<file path="config.mk">
export PLATFORM = sky130hd
export DESIGN_NAME = bcd_to_binary_seq
export DESIGN_NICKNAME = d
export VERILOG_FILES = /design/src/rtl/bcd_to_binary_seq.sv
export SDC_FILE = /design/constraint.sdc
export NUM_CORES = 1
export LEC_CHECK = 0
export CORE_MARGIN = 3
export CORE_UTILIZATION = 30
export CTS_BUF_LIST = sky130_fd_sc_hd__clkbuf_16
export CTS_CLUSTER_DIAMETER = 100
export DETAILED_ROUTE_END_ITERATION = 8
export GPL_TIMING_DRIVEN = 0
export PLACE_DENSITY = 0.59
export SYNTH_ARGS = -nofsm -noshare
export SYNTH_HDL_FRONTEND = slang
export SYNTH_SLANG_ARGS = --single-unit
export TNS_END_PERCENT = 20
</file>
<file path="constraint.sdc">
create_clock -name clk -period 1.49 [get_ports clk]
set_input_delay 0.2235 -clock clk [delete_from_list [all_inputs] [get_ports clk]]
set_output_delay 0.2235 -clock clk [all_outputs]
set_load 0.02 [all_outputs]
</file>
<file path="src/rtl/bcd_to_binary_seq.sv">
// ---------------------------------------------------------------------------
// bcd_to_binary_seq
//
// Sequential BCD-to-binary converter using reverse double-dabble. The whole
// {bcd, bin} register is shifted right one bit per clock. After each shift,
// 3 is subtracted from every BCD digit that has reached 8 or more. After
// BIN_W shifts the binary field holds the value of the BCD input.
//
// This is the inverse of the binary-to-BCD path that drives the HEX
// displays. It turns switch-entered decimal digits back into a binary operand.
//
// Optional feature (macro BCD_TO_BIN_CHECK_EN):
//   defined     - a start carrying any digit above 9 skips conversion. The
//                 block goes straight to DONE with err=1 and bin_out=0.
//   not defined - no validity check. Invalid digits go through the same
//                 algorithm (deterministic result), and err is tied to 0.
//
// Parameters:
//   NUM_DIGITS - number of BCD digits on bcd_in (4 bits each)
//   BIN_W      - width of bin_out; must satisfy 2^BIN_W >= 10^NUM_DIGITS
//
// Ports:
//   clk     in   rising-edge clock
//   reset   in   asynchronous, active-high reset
//   start   in   conversion request, sampled on the rising clk edge
//   bcd_in  in   packed BCD, digit 0 (ones) in bits [3:0]
//   busy    out  high while a conversion is in progress
//   done    out  one-cycle pulse; bin_out/err were just updated
//   bin_out out  converted value, held until the next result
//   err     out  invalid digit flagged on the last conversion
//
// Handshake: start is honoured only while idle (busy=0 and done=0). bcd_in
// is captured on that same edge. Any start seen while busy or done is
// dropped, not queued. done is high for exactly one cycle per accepted
// start, unless a reset aborts the conversion. bin_out/err change only on
// the edge that raises done, or on reset. The FSM state is fully visible
// on busy/done: IDLE = 00, CONV = 10, DONE = 01.
// ---------------------------------------------------------------------------
module bcd_to_binary_seq #(
  parameter int NUM_DIGITS = 3,
  parameter int BIN_W      = 10
) (
  input  logic                    clk,
  input  logic                    reset,
  input  logic                    start,
  input  logic [4*NUM_DIGITS-1:0] bcd_in,
  output logic                    busy,
  output logic                    done,
  output logic [BIN_W-1:0]        bin_out,
  output logic                    err
);

  localparam int BCD_W = 4 * NUM_DIGITS;
  localparam int SR_W  = BCD_W + BIN_W;
  localparam int CNT_W = (BIN_W > 1) ? $clog2(BIN_W + 1) : 1;

  // The iteration counter starts at 0, so the BIN_W-th shift happens when
  // the counter reads BIN_W-1.
  localparam logic [CNT_W-1:0] LAST_ITER = CNT_W'(BIN_W - 1);

  localparam logic [1:0] S_IDLE = 2'd0;
  localparam logic [1:0] S_CONV = 2'd1;
  localparam logic [1:0] S_DONE = 2'd2;

  logic [1:0]       state;
  logic [SR_W-1:0]  sr;        // {bcd digits, binary result}
  logic [SR_W-1:0]  sr_shift;  // sr shifted right by one, MSB filled with 0
  logic [SR_W-1:0]  sr_step;   // sr_shift after the per-digit correction
  logic [CNT_W-1:0] iter_cnt;
  logic             last_iter;
  logic             bcd_invalid;

  assign last_iter = (iter_cnt == LAST_ITER);
  assign busy      = (state == S_CONV);
  assign done      = (state == S_DONE);

  // One reverse double-dabble step. A digit of 8 or more after the shift
  // means a 1 was shifted in from the next-higher digit. That 1 is worth 10
  // there but was counted as 8 here. Subtracting 3 corrects this, because
  // halving turns the 16/2 = 8 into the 10/2 = 5 it should be. Only the
  // digit MSB needs testing: a digit is at most 7 before the 1 arrives, so
  // 8 or more after the shift always has its MSB set.
  always_comb begin
    sr_shift = {1'b0, sr[SR_W-1:1]};
    sr_step  = sr_shift;
    for (int d = 0; d < NUM_DIGITS; d++) begin
      if (sr_shift[BIN_W + 4*d + 3]) begin
        sr_step[BIN_W + 4*d +: 4] = sr_shift[BIN_W + 4*d +: 4] - 4'd3;
      end
    end
  end

`ifdef BCD_TO_BIN_CHECK_EN
  logic err_q;

  always_comb begin
    bcd_invalid = 1'b0;
    for (int d = 0; d < NUM_DIGITS; d++) begin
      if (bcd_in[4*d +: 4] > 4'd9) begin
        bcd_invalid = 1'b1;
      end
    end
  end

  // err shares the update points of bin_out. It is set when an invalid
  // start is rejected and cleared when a real conversion completes.
  always_ff @(posedge clk or posedge reset) begin
    if (reset) begin
      err_q <= 1'b0;
    end else if (state == S_IDLE && start && bcd_invalid) begin
      err_q <= 1'b1;
    end else if (state == S_CONV && last_iter) begin
      err_q <= 1'b0;
    end
  end

  assign err = err_q;
`else
  // With no check, every start is converted, and err stays 0.
  assign bcd_invalid = 1'b0;
  assign err         = 1'b0;
`endif

  always_ff @(posedge clk or posedge reset) begin
    if (reset) begin
      state    <= S_IDLE;
      sr       <= '0;
      iter_cnt <= '0;
      bin_out  <= '0;
    end else begin
      case (state)
        S_IDLE: begin
          if (start) begin
            if (bcd_invalid) begin
              // Rejected input: report right away, and never raise busy.
              bin_out <= '0;
              state   <= S_DONE;
            end else begin
              sr       <= {bcd_in, {BIN_W{1'b0}}};
              iter_cnt <= '0;
              state    <= S_CONV;
            end
          end
        end

        S_CONV: begin
          sr       <= sr_step;
          iter_cnt <= iter_cnt + CNT_W'(1);
          if (last_iter) begin
            // Take the result from this step's value. The registered sr
            // is one shift behind at this edge.
            bin_out <= sr_step[BIN_W-1:0];
            state   <= S_DONE;
          end
        end

        S_DONE: begin
          state <= S_IDLE;
        end

        default: begin
          state <= S_IDLE;
        end
      endcase
    end
  end

endmodule

</file>
==> results of run 1 <==
[sequential cells by signal, summed over array words and instances (netlist names)]
signal,flops
bin_out,10
iter_cnt,4
sr,21
state,2
[stage by stage]
step                      hold WS (ns)  area [µm²]  utilization [%]  TNS [ns]
after floorplan                  0.356        1680                -         0
after global placement           0.473        2030             38.5    -20.71
after detailed placement         0.474        2030             38.5     -4.28
after CTS                        0.443        2230             42.4    -0.358
after global routing             0.488        2330             44.3     -1.26
final                            0.412        2330             44.3    -0.413
[cell type report]
cell class                 instances  share of cell area, %
clock inverter                     3                   1.61
tap                               70                   3.75
multi-input combinational         96                   31.5
timing repair buffer              32                   13.6
clock buffer                       5                   5.36
inverter                           3                  0.804
sequential                        37                   39.7
buffer                             9                   3.65
[worst reg2reg max path: stages, from the launching register on]
cell	delay [ns]
sky130_fd_sc_hd__dfrtp_1	0.40
sky130_fd_sc_hd__inv_1	0.07
sky130_fd_sc_hd__ha_2	0.16
sky130_fd_sc_hd__nand2_2	0.07
sky130_fd_sc_hd__nor3_4	0.25
sky130_fd_sc_hd__buf_6	0.18
sky130_fd_sc_hd__mux2_4	0.31
[final timing paths]
kind	start	to	slack, ns	depth (start not counted)
min in group clk	sr[20]	sr[20]	0.48	2
hold reg to reg	sr[20]	sr[20]	0.48	2
setup / recovery	iter_cnt[1]	bin_out[4]	-0.05	6
setup reg to reg	iter_cnt[1]	bin_out[4]	-0.05	6
hold / removal	reset	bin_out[2]	0.41	2
max in group asynchronous	reset	sr[16]	0.59	2
[kinds of logic after synthesis]
family,after synthesis
AO/OA/AOI/OAI,35
XOR/XNOR,4
adder cells (fa/ha/maj),4
buffers and inverters,12
flip-flops,37
multiplexers,15
other,1
AND/OR/NAND/NOR,37
[cells in the final DEF, fill, tap and decap left out, types with 3 or more instances in the layout]
master                            instances
sky130_fd_sc_hd__dfrtp_1                 37
sky130_fd_sc_hd__clkdlybuf4s50_1         20
sky130_fd_sc_hd__a22o_1                  11
sky130_fd_sc_hd__nand2_1                 11
sky130_fd_sc_hd__mux2_4                  10
sky130_fd_sc_hd__buf_4                    9
sky130_fd_sc_hd__nor2b_1                  8
sky130_fd_sc_hd__a21oi_1                  8
sky130_fd_sc_hd__o21ai_0                  7
sky130_fd_sc_hd__nor2_1                   6
sky130_fd_sc_hd__clkbuf_16                5
sky130_fd_sc_hd__buf_6                    4
sky130_fd_sc_hd__mux2i_1                  4
sky130_fd_sc_hd__dlymetal6s2s_1           4
sky130_fd_sc_hd__and3b_1                  3
sky130_fd_sc_hd__nand3_1                  3
sky130_fd_sc_hd__ha_1                     3
[routing by layer]
metal	vias up	share of wire [%]	wire length, µm	global-route usage, %
li1	591	-	-	-
met1	578	50	1830	16.6
met2	41	43	1560	16.4
met3	4	6.1	221	3.22
met4	0	0.69	25	4.05
met5	-	0	0	0
[timing repair]
item | 4_1_cts | 5_1_grt
setup endpoints to repair | 20 | 24
buffers inserted | 2 | 3
resized for setup | 21 | 26
gates cloned | 0 | 1
pin swaps | 0 | 2
[report_power, final]
group | internal (W) | leakage [nW] | switching [W] | total [W]
logic | 0.00123 | 0.583 | 0.00104 | 0.00226
registers | 0.00146 | 0.473 | 0.000382 | 0.00184
clock network | 0.000777 | 0.0826 | 0.000378 | 0.00115
total | 0.00346 | 1.14 | 0.00180 | 0.00526
==> results.md, run 1 <==
Setup path:
- The largest individual stage delay along the critical path comes from the cell sky130_fd_sc_hd__dfrtp_1.
- The endpoint arrival time on the critical path is 1.70 ns.
- The worst setup path is captured at a flip-flop.
- The critical-path maximum fanout is 5.
- Walking the worst path, the cells encountered are inv_1 -> ha_2 -> nand2_2 -> nor3_4 -> buf_6 -> mux2_4.
- For this run, the slowest stage of the critical path takes 0.40 ns.
- The kind of cell adding the most delay to the critical path is flip-flops.
- At the worst endpoint, the required time is 1.64 ns.
- The setup path with the least slack is of type flip-flop to flip-flop.
- STA classifies the critical path startpoint as a flip-flop.
- The number of buffers and inverters on the critical path is 2.

Yosys:
- The gate count of the mapped netlist is 145.
- The synthesized design spends more area on one cell type than any other, namely sky130_fd_sc_hd__dfrtp_1.
- After Yosys synthesis, full adders, half adders and majority gates account for 2.98% of the synthesized area.
- By area the synthesized netlist is led by sky130_fd_sc_hd__dfrtp_1 (55%), sky130_fd_sc_hd__mux2_2 (7.4%), sky130_fd_sc_hd__a22o_1 (5.7%).
- The simple-gate share of the synthesized area is 11.8%.
- After synthesis, the share of flip-flops with an asynchronous set or reset is 100%.
- The post-synthesis net count is 164.
- The area fraction of the dominant cell type after synthesis is 55.1%.
- The largest family of logic cells by synthesized area is compound AO/OA/AOI/OAI gates.
- The proportion of synthesized area in mux cells is 9.75%.
- Counting flops and latches in the post-synthesis netlist gives 37.
- The distinct cell type count of the synthesized netlist is 30.
- The area fraction in compound gates after synthesis is 14.2%.
- The fraction of the yosys area taken by sequential cells is 55.1%.
- By instance count, the leading cell after synthesis is sky130_fd_sc_hd__dfrtp_1.
- Counting flops with a built-in enable in the synthesized netlist gives 0.
- The most instantiated flip-flop cell in the synthesis netlist is sky130_fd_sc_hd__dfrtp_1.
- The post-synthesis share of cell area spent on xor and xnor gates is 2.08%.
- The post-synthesis instance area is 0.00168 mm².
- The synthesis warning total is 0.
- After synthesis, the mean cell area works out to 11.6 µm².
- By count the netlist is led by sky130_fd_sc_hd__dfrtp_1 (37), sky130_fd_sc_hd__nand2_1 (13), sky130_fd_sc_hd__a22o_1 (11), sky130_fd_sc_hd__mux2_2 (11).

Worst hold path:
- The path class of the tightest hold or removal check is input port to asynchronous set/reset pin.

Timing:
- Timing would allow up to 648 MHz.
- The headroom to the max-slew limit is 48.6%.
- The final setup violation count is 11.
- After layout, the minimum clock period comes to 1.54 ns.
- The transition time at the pin with the least slew margin is 0.770 ns.
- The final setup slack of the worst path is -0.0524 ns.
- The max-slew violation count is 0.
- The largest clock skew in the final design is 0.00383 ns.
- The final hold violation count came to 0.
- The ratio of final minimum period to clock period is 104%.
- Setup repair after global routing could not meet its margin everywhere.

Cells and area:
- The relative area change from synthesis to final layout is 38.8%.
- The area taken by flip-flops and latches is 926 µm².
- The number of non-filler instances in the completed layout is 255.
- At the end of the flow, the number of nets in the layout was 203.
- In the final layout, the share of cells above drive strength 1 is 21.6%.
- The multi-input combinational cell area is 736 µm².
- The number of inserted filler cells in the final layout is 522.
- 0 antenna diodes ended up in the layout.

Drt:
- The final layout contains routed wiring with a total length of 3.63 mm.
- The detailed router placed 1,214 vias in this run.
- In the routed layout, each cell is associated on average with a via count of 4.76.
- The per-cell routed wire length is 14.2 µm.
- For this run, design rule violations remaining after detail routing come to 0.
- The number of design-rule violations left by the first detailed-router iteration is 86.
- The remaining antenna violation count is 0.
- For this run, the detailed router's first-pass iteration total came to 5.

Die:
- The initialized floorplan defines 26 standard-cell rows.
- The standard cell core area is 0.00527 mm².
- During I/O placement, the number of pins put on the boundary was 28.
- The initial utilization of the core area, before any placement, comes to 31.9%.
- The width of the chip is 80.9 µm.
- From bottom edge to top edge, the die measures 80.9 µm.
- The area of the die is 0.00654 mm².

Global route:
- The number of global-route vias before repair was 1,189.
- The total overflow left after global routing is 0.
- The global-route wire length before repair is 5.78 mm.
- The initial antenna violation count is 0.
- The largest net degree at the start of global routing is 38.
- Global routing used 11.5% of the available tracks across all layers.

Run status:
- The checks that failed: negative setup slack.
- The run finished, with violations left.

Placed design:
- After detailed placement, the design holds a cell count of 241.
- The weighted congestion at the end of routability-driven global placement is 0.709.
- At the placement stage, the worst setup path has a slack of -0.479 ns.
- The number of buffers added on ports is 26.
- The HPWL after detailed placement is 2.21 mm.

Clock tree:
- The clock tree synthesis step divided the H-tree into 2 levels.
- The number of buffers between clock root and the deepest sink is 2.
- The clock latency at the later pin of the worst-skew pair is 0.27 ns.
- After clock tree synthesis, the flow added hold-fix buffers numbering 0.
- The number of buffers added by the clock tree synthesis step is 5.
- The CTS tree is done.
- The cell at the root of the clock tree is sky130_fd_sc_hd__clkbuf_16.
- The clock transition at the registers of the reported paths is 0.06 ns.
- The total clock sinks is 37.

Power and ir drop:
- Dividing total power by cell area gives a power density of 2250 mW/mm².
- The overall power is 0.00526 W.
- The worst-case IR drop observed on VDD is 0.00124 V.
- The reported leakage power is 1.14 nW.

Run:
- The total of max-cap violations is 0.
Power figures use the tool's default switching activity.
==> inputs of run 2 (changes only) <==
- CORE_UTILIZATION: 30 -> 35
- PLACE_DENSITY: 0.59 -> 0.66
- RECOVER_POWER: unset -> 50
- REMOVE_ABC_BUFFERS: unset -> 1
==> run 2 against run 1 <==
The flow still finishes with violations (negative setup slack). Worst hold slack improved by 0.075 ns. Final area fell by 5.3%. Sequential share of layout area rose by 2.3 points.
==> results.md, run 2 (synthesis results as in run 1) <==
Clock tree:
- In this run the clock root is driven by a sky130_fd_sc_hd__clkbuf_16.
- In this run the deepest clock path goes through 2 buffers.
- The clock drives 37 sinks.
- The clock latency at the later pin of the worst-skew pair is 0.27 ns.
- The number of buffers added by the clock tree synthesis step is 5.
- The CTS tree is done.
- The total of hold buffers inserted after clock tree synthesis is 0.
- The clock transition at the registers of the reported paths is 0.05 ns.
- The number of H-tree branching levels is 2.

Global route:
- The total overflow reported by the global router is 0.
- The first global-routing pass estimated 5.55 mm of wire.
- The overall routing resource usage is 13.1%.
- Entering global routing, the biggest net connects 38 pins.
- The number of global-route vias before repair is 1,187.
- The initial antenna violation count is 0.

Timing:
- The final setup slack of the worst path is -0.0293 ns.
- The final hold violation count came to 0.
- The maximum clock frequency is 658 MHz.
- Clock skew on the completed layout was measured at 0.00207 ns.
- The worst pin sits at a relative slew slack of 46.0%.
- At the pin with the least slew margin, the transition time is 0.808 ns.
- The final total negative setup slack is -0.186 ns.
- The minimum clock period is 1.52 ns.
- Of the available clock period, the critical path in the final layout requires 102%.
- The final hold slack is 0.487 ns.
- The max-slew violation count came to 0.
- Setup repair after global routing could not meet its margin everywhere.
- The final setup violation count is 9.

Drt:
- The final route contains 1,189 vias.
- The number of remaining DRC errors is 0.
- The final wirelength is 3.39 mm.
- In the final routed layout, each cell accounts on average for 14.8 µm.
- The remaining antenna violation count is 0.
- The detailed-router iteration count before antenna repair is 4.
- Dividing the detail-routed via count by the number of cells gives 5.19.
- The detailed router finished its first iteration with 62 violations.

Cells and area:
- The diode insertion count for antenna repair is 0.
- The register with the most flip-flops is sr.
- In the final layout, the share of cells above drive strength 1 is 19.8%.
- After routing the design area is 0.00221 mm².
- In the layout the commonest cells are sky130_fd_sc_hd__dfrtp_1 (35), sky130_fd_sc_hd__clkdlybuf4s50_1 (17), sky130_fd_sc_hd__nand2_1 (12).
- The number of flip-flops in the largest register is 21.
- The number of non-filler instances in the completed layout is 229.
- The most common library cell in the layout ignoring fill and taps is sky130_fd_sc_hd__dfrtp_1.
- At the end of the flow, the number of nets in the layout was 195.
- Relative to the synthesized area, the layout overhead comes to 31.4%.
- The largest registers in the layout are sr (21), bin_out (10), iter_cnt (4).

Run status:
- The run finished, with violations left.
- The checks that failed: negative setup slack.

Die:
- The number of I/O pins is 28.
- The floorplan has 24 rows.
- In this run the standard cell core region covers 0.00450 mm².
- The floorplan step defined a die boundary enclosing 0.00567 mm².
- Measured along the x axis, the die boundary spans 75.3 µm.
- Measured along the y axis, the die boundary spans 75.3 µm.
- The initial standard-cell utilization of the core is 37.3%.

Setup path:
- STA classifies the critical path startpoint as a flip-flop.
- STA classifies the critical path endpoint as a flip-flop.
- Data on the critical path arrives at its endpoint at 1.68 ns.
- Data on the critical path is required at its endpoint by 1.65 ns.
- The type of the worst setup path is flip-flop to flip-flop.
- The critical-path maximum fanout is 11.

Placed design:
- Before CTS, the worst setup slack after placement is -0.979 ns.
- After detailed placement, the total cell area comes to 0.00197 mm².
- Including well taps, the total number of placed cells is 215.
- The HPWL after detailed placement is 2.24 mm.
- The number of buffers added on ports is 26.
- The weighted congestion at the end of routability-driven global placement is 0.752.

Power and ir drop:
- Across the VDD grid, the largest voltage drop is 0.000973 V.
- In this run the power density over the cells is 2190 mW/mm².
- For this design the static power due to leakage is 1.10 nW.

Run:
- The total of max-cap violations is 0.

Worst hold path:
- The tightest min-delay check is of the flip-flop to flip-flop type.
==> run 2: layout make-up <==
type | count | area [µm²]
fill | 416 | 2290
inverter | 3 | 20.0
sequential | 37 | 928
clock inverter | 3 | 13.8
tap | 52 | 65.1
timing repair buffer | 33 | 338
clock buffer | 5 | 125
multi-input combinational | 96 | 719
==> run 2: repair_timing <==
| item | in CTS | in global routing |
|---|---|---|
| setup endpoints to repair | 66 | 18 |
| pin swaps | 2 | 0 |
| hold endpoints to repair | 0 | 0 |
| setup buffers | 6 | 0 |
| gates resized for setup | 16 | 9 |
==> run 2: path summary, 6_finish.rpt <==
path | endpoint | slack [ns] | cells after the start | from
setup / recovery | bin_out[6] | -0.03 | 5 | state[1]
hold / removal | sr[19] | 0.49 | 2 | sr[19]
setup reg to reg | bin_out[6] | -0.03 | 5 | state[1]
hold reg to reg | sr[19] | 0.49 | 2 | sr[19]
max in group asynchronous | state[0] | 0.42 | 2 | reset
min in group asynchronous | bin_out[0] | 0.58 | 2 | reset
==> run 2: metal layers <==
layer | GRT usage (%) | routed length, µm | up-vias | share of wire (%)
met4 | 5.83 | 48 | 0 | 1.4
met3 | 3.83 | 154 | 5 | 4.5
met2 | 19.9 | 1590 | 26 | 47
li1 | - | - | 570 | -
met1 | 17.5 | 1600 | 588 | 47
met5 | 0 | 0 | - | 0
==> run 2: critical path, stage by stage, from the launching register on <==
cell and delay, ns:
sky130_fd_sc_hd__dfrtp_2 0.41, sky130_fd_sc_hd__nand2b_4 0.16, sky130_fd_sc_hd__buf_4 0.18, sky130_fd_sc_hd__nor3_4 0.16, sky130_fd_sc_hd__buf_12 0.17, sky130_fd_sc_hd__mux2_2 0.33
==> run 2: report_power, final <==
group          switching (W)  internal, W
combinational       0.000978      0.00103
clock               0.000378     0.000606
sequential          0.000372      0.00146
total                0.00173      0.00310
==> run 2: per-stage QoR <==
stage	power [W]	util, %
3_5_place_dp	0.00373	43.8
6_report	0.00483	49.1
4_1_cts	0.00491	48.9
2_1_floorplan	0.00304	-
3_3_place_gp	0.00360	43.4
5_1_grt	0.00519	49.1
==> inputs of run 3 (changes only) <==
- CORE_UTILIZATION: 35 -> 47
- HOLD_SLACK_MARGIN: unset -> 0.1
- PLACE_DENSITY: 0.66 -> 0.82
==> run 3 against run 2 <==
The run now ends clean. Via count is 4.2% higher. Critical path depth stayed put. Power is 6.1% higher. Sequential power hardly changed. Critical path type unchanged. Critical endpoint is now bin_out[3].
==> results.md, run 3 (synthesis results as in run 1) <==
Run status:
- The flow ran to the end, and the final reports show no timing, DRC or antenna violations.

Clock tree:
- The total of hold buffers inserted after clock tree synthesis is 0.
- The clock latency at the later pin of the worst-skew pair is 0.28 ns.
- In this run, CTS created clock tree buffers numbering 5.
- The total clock sinks is 37.
- The clock transition at the registers of the reported paths is 0.05 ns.
- No sink is reached through more buffers than the 2 on the longest clock path.
- The cell at the root of the clock tree is sky130_fd_sc_hd__clkbuf_16.
- TritonCTS built the clock tree.
- The H-tree was split into 2 levels.

Cells and area:
- For this run, the post-layout net count is 202.
- The relative area change from synthesis to final layout is 36.2%.
- Of the cells placed in the final design, the portion with a size suffix greater than 1 is 22.4%.
- The repair_antennas step left the layout with diodes totalling 0.
- The register with the most flip-flops in the final layout is sr.
- Leaving out fill and tap cells, the most frequent cell in the layout is sky130_fd_sc_hd__dfrtp_1.
- The register with the most flip-flops in the layout has 21 of them.
- The library cells used most frequently in the layout, excluding fill and tap cells, are sky130_fd_sc_hd__dfrtp_1 (35), sky130_fd_sc_hd__clkdlybuf4s50_1 (18), sky130_fd_sc_hd__nand2_1 (12).
- The layout has 228 filler cells.
- The largest registers in the layout are sr (21), bin_out (10), iter_cnt (4).

Placed design:
- At the placement stage, the worst setup path has a slack of -0.912 ns.
- The weighted congestion at the end of routability-driven global placement is 0.741.
- The HPWL after detailed placement is 2.17 mm.
- The number of buffers added on ports is 26.

Drt:
- The per-cell routed wire length is 16.1 µm.
- After detailed routing, the number of remaining DRC violations is 0.
- The detailed-router iteration count before antenna repair is 4.
- The number of design-rule violations left by the first detailed-router iteration is 49.
- Summed over all layers, the routed wires come to 3.69 mm.
- Using the TritonRoute via totals, the vias-per-cell ratio works out to 5.41.
- Across all layers, the routed design uses 1,239 vias.
- The remaining antenna violation count is 0.

Die:
- The height of the chip is 65.8 µm.
- Row generation in the floorplan step produced 21 rows.
- The width of the chip is 65.8 µm.
- After floorplanning, the core was sized to cover 0.00339 mm².
- The area of the die is 0.00433 mm².
- The initial standard-cell utilization of the core is 49.6%.
- 28 I/O pins were placed.

Timing:
- Setup slack on the critical path of the routed design comes to 0.00397 ns.
- For the final database, setup skew stands at 0.00624 ns.
- The final hold violation count was 0.
- In the finished design, the share of the clock period the worst path needs comes to 99.7%.
- The minimum clock period is 1.49 ns.
- The final hold slack is 0.497 ns.
- The final total negative setup slack is 0 ns.
- Setup violations remaining at the end of the flow were counted as 0.
- The max-slew violation count is 0.
- The transition time at the pin with the least slew margin is 0.769 ns.
- The worst pin sits at a relative slew slack of 48.6%.
- Timing would allow up to 673 MHz.
- Setup repair after global routing could not meet its margin everywhere.

Worst hold path:
- The class of the most critical hold timing path is flip-flop to flip-flop.

Global route:
- The overall routing resource usage is 18.7%.
- The largest net degree at the start of global routing is 38.
- The total overflow reported by the global router is 0.
- The first global-routing pass estimated 5.81 mm of wire.
- The initial antenna violation count is 0.
- The number of global-route vias before repair was 1,228.

Setup path:
- The endpoint of the most critical register-to-register path is bin_out[3].
- STA puts the critical path data arrival time at 1.65 ns.
- Measured in cells, the most critical reg-to-reg path has a length of 5.
- STA classifies the critical path endpoint as a flip-flop.
- The kind of launch point of the worst setup path is a flip-flop.
- The origin of the worst setup path is state[1].
- The startpoint identified for the worst register-to-register timing path is state[1].
- Setup slack on the worst reg-to-reg path comes out at 0.004 ns.
- The most critical setup path has its endpoint at bin_out[3].
- Data on the critical path is required at its endpoint by 1.65 ns.
- The critical path is of the flip-flop to flip-flop type.
- In this run the worst path has a maximum fanout of 6.

Power and ir drop:
- For this design the ratio of total power to cell area is 2240 mW/mm².
- The worst-case IR drop observed on VDD is 0.00116 V.
- The design draws 0.00512 W.
- The reported leakage power is 1.11 nW.

Run:
- The total of max-cap violations is 0.
run 3: cell type report:
class | count | area [µm²] | area share (%)
tap | 46 | 57.6 | 2.51
timing repair buffer | 40 | 398 | 17.4
multi-input combinational | 96 | 749 | 32.7
sequential | 37 | 928 | 40.5
inverter | 3 | 20.0 | 0.874
clock buffer | 5 | 125 | 5.46
clock inverter | 2 | 11.3 | 0.492
run 3: layer usage:
metal	up-vias	routed length, µm	GRT usage (%)
li1	583	-	-
met1	628	1610	21.8
met2	24	1880	28.9
met3	4	138	6.63
met4	0	65	12.2
met5	-	0	0
run 3: critical path, stage by stage, from the launching register on:
cell and delay (ns):
sky130_fd_sc_hd__dfrtp_2 0.40, sky130_fd_sc_hd__nand2b_4 0.17, sky130_fd_sc_hd__buf_8 0.13, sky130_fd_sc_hd__nor3_4 0.19, sky130_fd_sc_hd__buf_6 0.17, sky130_fd_sc_hd__mux2_4 0.30
run 3: how the worst min path moves through the flow:
stage                     slack [ns]         end  startpoint  cells past startpoint
final                           0.50      sr[20]      sr[20]                      2
after global routing            0.52  bin_out[5]  bin_out[5]                      1
after CTS                       0.44       sr[4]       reset                      2
after detailed placement        0.48      sr[20]      sr[20]                      2
after global placement          0.46      sr[19]      sr[19]                      2
after floorplan                 0.36      sr[21]  bcd_in[11]                      1
run 3: what timing repair did:
item                       in CTS  in global routing
setup buffers                  11                  2
gates cloned                    0                  0
resized for setup              17                 19
hold endpoints to repair        0                  0
pin swaps                       1                  2
setup endpoints to repair      68                 17
run 3: through the flow:
step	cell area [µm²]	instances	util [%]
floorplan	1630	136	-
global placement	1950	208	57.4
detailed placement	1960	209	58.0
CTS	2220	227	65.4
global route	2290	229	67.6
finish	2290	229	67.6
run 3: power by group:
part	total [W]	switching, W	internal, W
combinational	0.00232	0.00110	0.00122
clock	0.000971	0.000369	0.000603
sequential	0.00183	0.000370	0.00146
total	0.00512	0.00183	0.00329
==> patch: new RTL, settings of run 3 <==
Add a define of `BCD_TO_BIN_CHECK_EN`.
--- a/src/rtl/bcd_to_binary_seq.sv
+++ b/src/rtl/bcd_to_binary_seq.sv
@@ -36,6 +36,8 @@
 // the edge that raises done, or on reset. The FSM state is fully visible
 // on busy/done: IDLE = 00, CONV = 10, DONE = 01.
 // ---------------------------------------------------------------------------
+`define BCD_TO_BIN_CHECK_EN
+
 module bcd_to_binary_seq #(
   parameter int NUM_DIGITS = 3,
   parameter int BIN_W      = 10
Formal check against the unedited RTL: not equivalent (Yosys sat finds a counterexample within 4 cycles, from zero or initial values and one cycle with reset high).
==> patch against run 3 <==
The run now ends with setup timing left. Clock skew is 0.66 ps lower. Cell area is 14% higher. Combinational power is 19% lower. Wire length is 52% higher. Setup slack worse by 69 ps. Area after synthesis is 3.3% higher. Fmax is 4.4% lower. Sequential share of layout area is 4.0 points lower. Total power is 2.3% lower. Sequential power is 5% lower. Sequential cell count is 1 higher. Cell count is 13% higher. Critical endpoint unchanged.
==> patch: results <==
{
  "run_status": "finished with violations",
  "failing_checks": "setup timing",
  "portBuffers": 27,
  "power.static_leakage_uw": 0.00132,
  "placed_instance_count": 217,
  "drive_above_1_share_pct": 28.3,
  "grt_pass1_vias": 1435,
  "drt_wl_total_um": 5630,
  "clock_skew_ps": 5.57,
  "setup_ws_ps": -64.6,
  "die_area_um2": 4460,
  "place_worst_setup_slack_ps": -1230,
  "drtIter0Drc": 154,
  "biggest_regs": "sr: 21 flops, bin_out: 10 flops, iter_cnt: 4 flops",
  "crit_buf_inv": 0,
  "regToRegEndpoint": "bin_out[3]$_DFFE_PP0P_",
  "whs_ps": 309,
  "timing.final.setup_violations": 15,
  "number_of_antenna_violations_at_the_first_check_in_global_routing": 0,
  "synth_sequential_area_ratio_pct": 54.8,
  "ctsHtreeMaxLevel": 2,
  "yosysUniqueCellTypes": 30,
  "synthCells": 152,
  "clkLatencyLatePin_ps": 290,
  "synth_commonest_cells": "sky130_fd_sc_hd__dfrtp_1, sky130_fd_sc_hd__a22o_1, sky130_fd_sc_hd__nand2_1, sky130_fd_sc_hd__o21ai_1, sky130_fd_sc_hd__nor2_1",
  "maximum_fanout_encountered_on_the_critical_timing_path": 6,
  "synthArstFlopShare_pct": 100,
  "cts-buffers-inserted": 5,
  "gpl.final_weighted_congestion": 0.721,
  "yosys-top-cells-area": "sky130_fd_sc_hd__dfrtp_1, sky130_fd_sc_hd__a22o_1, sky130_fd_sc_hd__mux2i_1, sky130_fd_sc_hd__o21ai_1, sky130_fd_sc_hd__ha_1",
  "clk_root_buffer_cell": "sky130_fd_sc_hd__clkbuf_16",
  "num_antenna_cells": 0,
  "longest_clk_path_bufs": 2,
  "ir_worst_vdd_v": 0.00115,
  "cts_hold_buffers": 0,
  "max_slew_margin_pct": 62.7,
  "timing.critical_path.slowest_cell_delay_ps": 460,
  "crit-reg2reg-launch": "state[0]$_DFFE_PP0P_",
  "timing.critical_path.arrival_ps": 1710,
  "worst_path_clk_slew_ps": 60,
  "hold-path-cell-count": 2,
  "post_drt_via_cell_ratio": 6.07,
  "crit_family": "simple AND/OR/NAND/NOR gates",
  "wire_length_of_the_first_global_routing_pass_um": 7380,
  "hold_path_startpoint": "bcd_in[11]",
  "worst_hold_path.endpoint": "sr[21]$_DFFE_PP0P_",
  "hold_path.class": "in -> reg",
  "cpMaxStageDelayCell": "sky130_fd_sc_hd__dfrtp_2",
  "grt_use_total_pct": 23.1,
  "grt_max_degree": 25,
  "detailedPlacementHpwl_um": 2340,
  "wire_per_inst_um": 21.8,
  "layout.nets": 230,
  "placedInstanceArea_um2": 2020,
  "most_common_flop_cell_mapped_by_yosys": "sky130_fd_sc_hd__dfrtp_1",
  "rr_worst_depth": 4,
  "synth_warnings": 0
}
==> patch: what timing repair did <==
item	in CTS	in global routing
setup buffers	7	24
gates cloned	1	1
endpoints found under the setup margin	41	37
hold endpoints to repair	0	0
gates resized for setup	24	25
pin swaps	2	8
==> patch: stage by stage <==
step,setup TNS [ps],utilization (%)
final,-438,75.8
after global routing,-1570,75.8
after CTS,-85.9,68.6
after floorplan,-16880,-
after detailed placement,-37690,58.7
after global placement,-47680,57.9
==> patch: layer usage <==
metal  global-route usage, %  part of all wire [%]  up-vias
li1                        -                     -      672
met1                    28.4                    41      786
met2                    35.1                    48       80
met3                    7.08                   5.8       28
met4                    14.2                   5.1        0
met5                       0                     0        -
==> patch: worst register-to-register path: stages, from the launching register on <==
cell and delay (ps):
sky130_fd_sc_hd__dfrtp_2 460, sky130_fd_sc_hd__or3b_4 410, sky130_fd_sc_hd__a31oi_4 230, sky130_fd_sc_hd__nor2_4 100, sky130_fd_sc_hd__a22o_1 230
==> patch: cells by family (layout without fill, tap and decap cells) <==
logic type,Yosys count,count (layout),share of synthesized area [%]
DFF,38,38,54.8
muxes,7,7,4.03
adders and majority gates,4,4,2.88
and+or+nand+nor,36,37,10.0
xor gates and xnor gates,4,4,2.02
buffers and inverters,14,72,5.19
AOI/OAI and AO/OA,49,50,21.1
==> patch: power breakdown <==
part	switching, µW	internal (µW)	total, µW
logic	968	907	1880
registers	378	1360	1740
clock network	428	962	1390
total	1770	3230	5000
==> patch: worst max-delay path by stage <==
stage	start	to	slack (ps)	cells past startpoint
floorplan	state[0]$_DFFE_PP0P_	sr[13]$_DFFE_PP0P_	-680	5
global placement	state[0]$_DFFE_PP0P_	sr[17]$_DFFE_PP0P_	-1120	5
detailed placement	state[0]$_DFFE_PP0P_	sr[13]$_DFFE_PP0P_	-1230	5
CTS	state[0]$_DFFE_PP0P_	bin_out[3]$_DFFE_PP0P_	-40	4
global route	state[1]$_DFFE_PP0P_	sr[10]$_DFFE_PP0P_	-110	6
finish	state[0]$_DFFE_PP0P_	bin_out[3]$_DFFE_PP0P_	-60	4
==> patch: final cells by class <==
class	count	area, µm²
Sequential cell	38	953
Fill cell	176	832
Multi-Input combinational cell	102	808
Timing Repair Buffer	59	566
Clock buffer	5	125
Clock inverter	3	68.8
Tap cell	46	57.6
Inverter	5	31.3
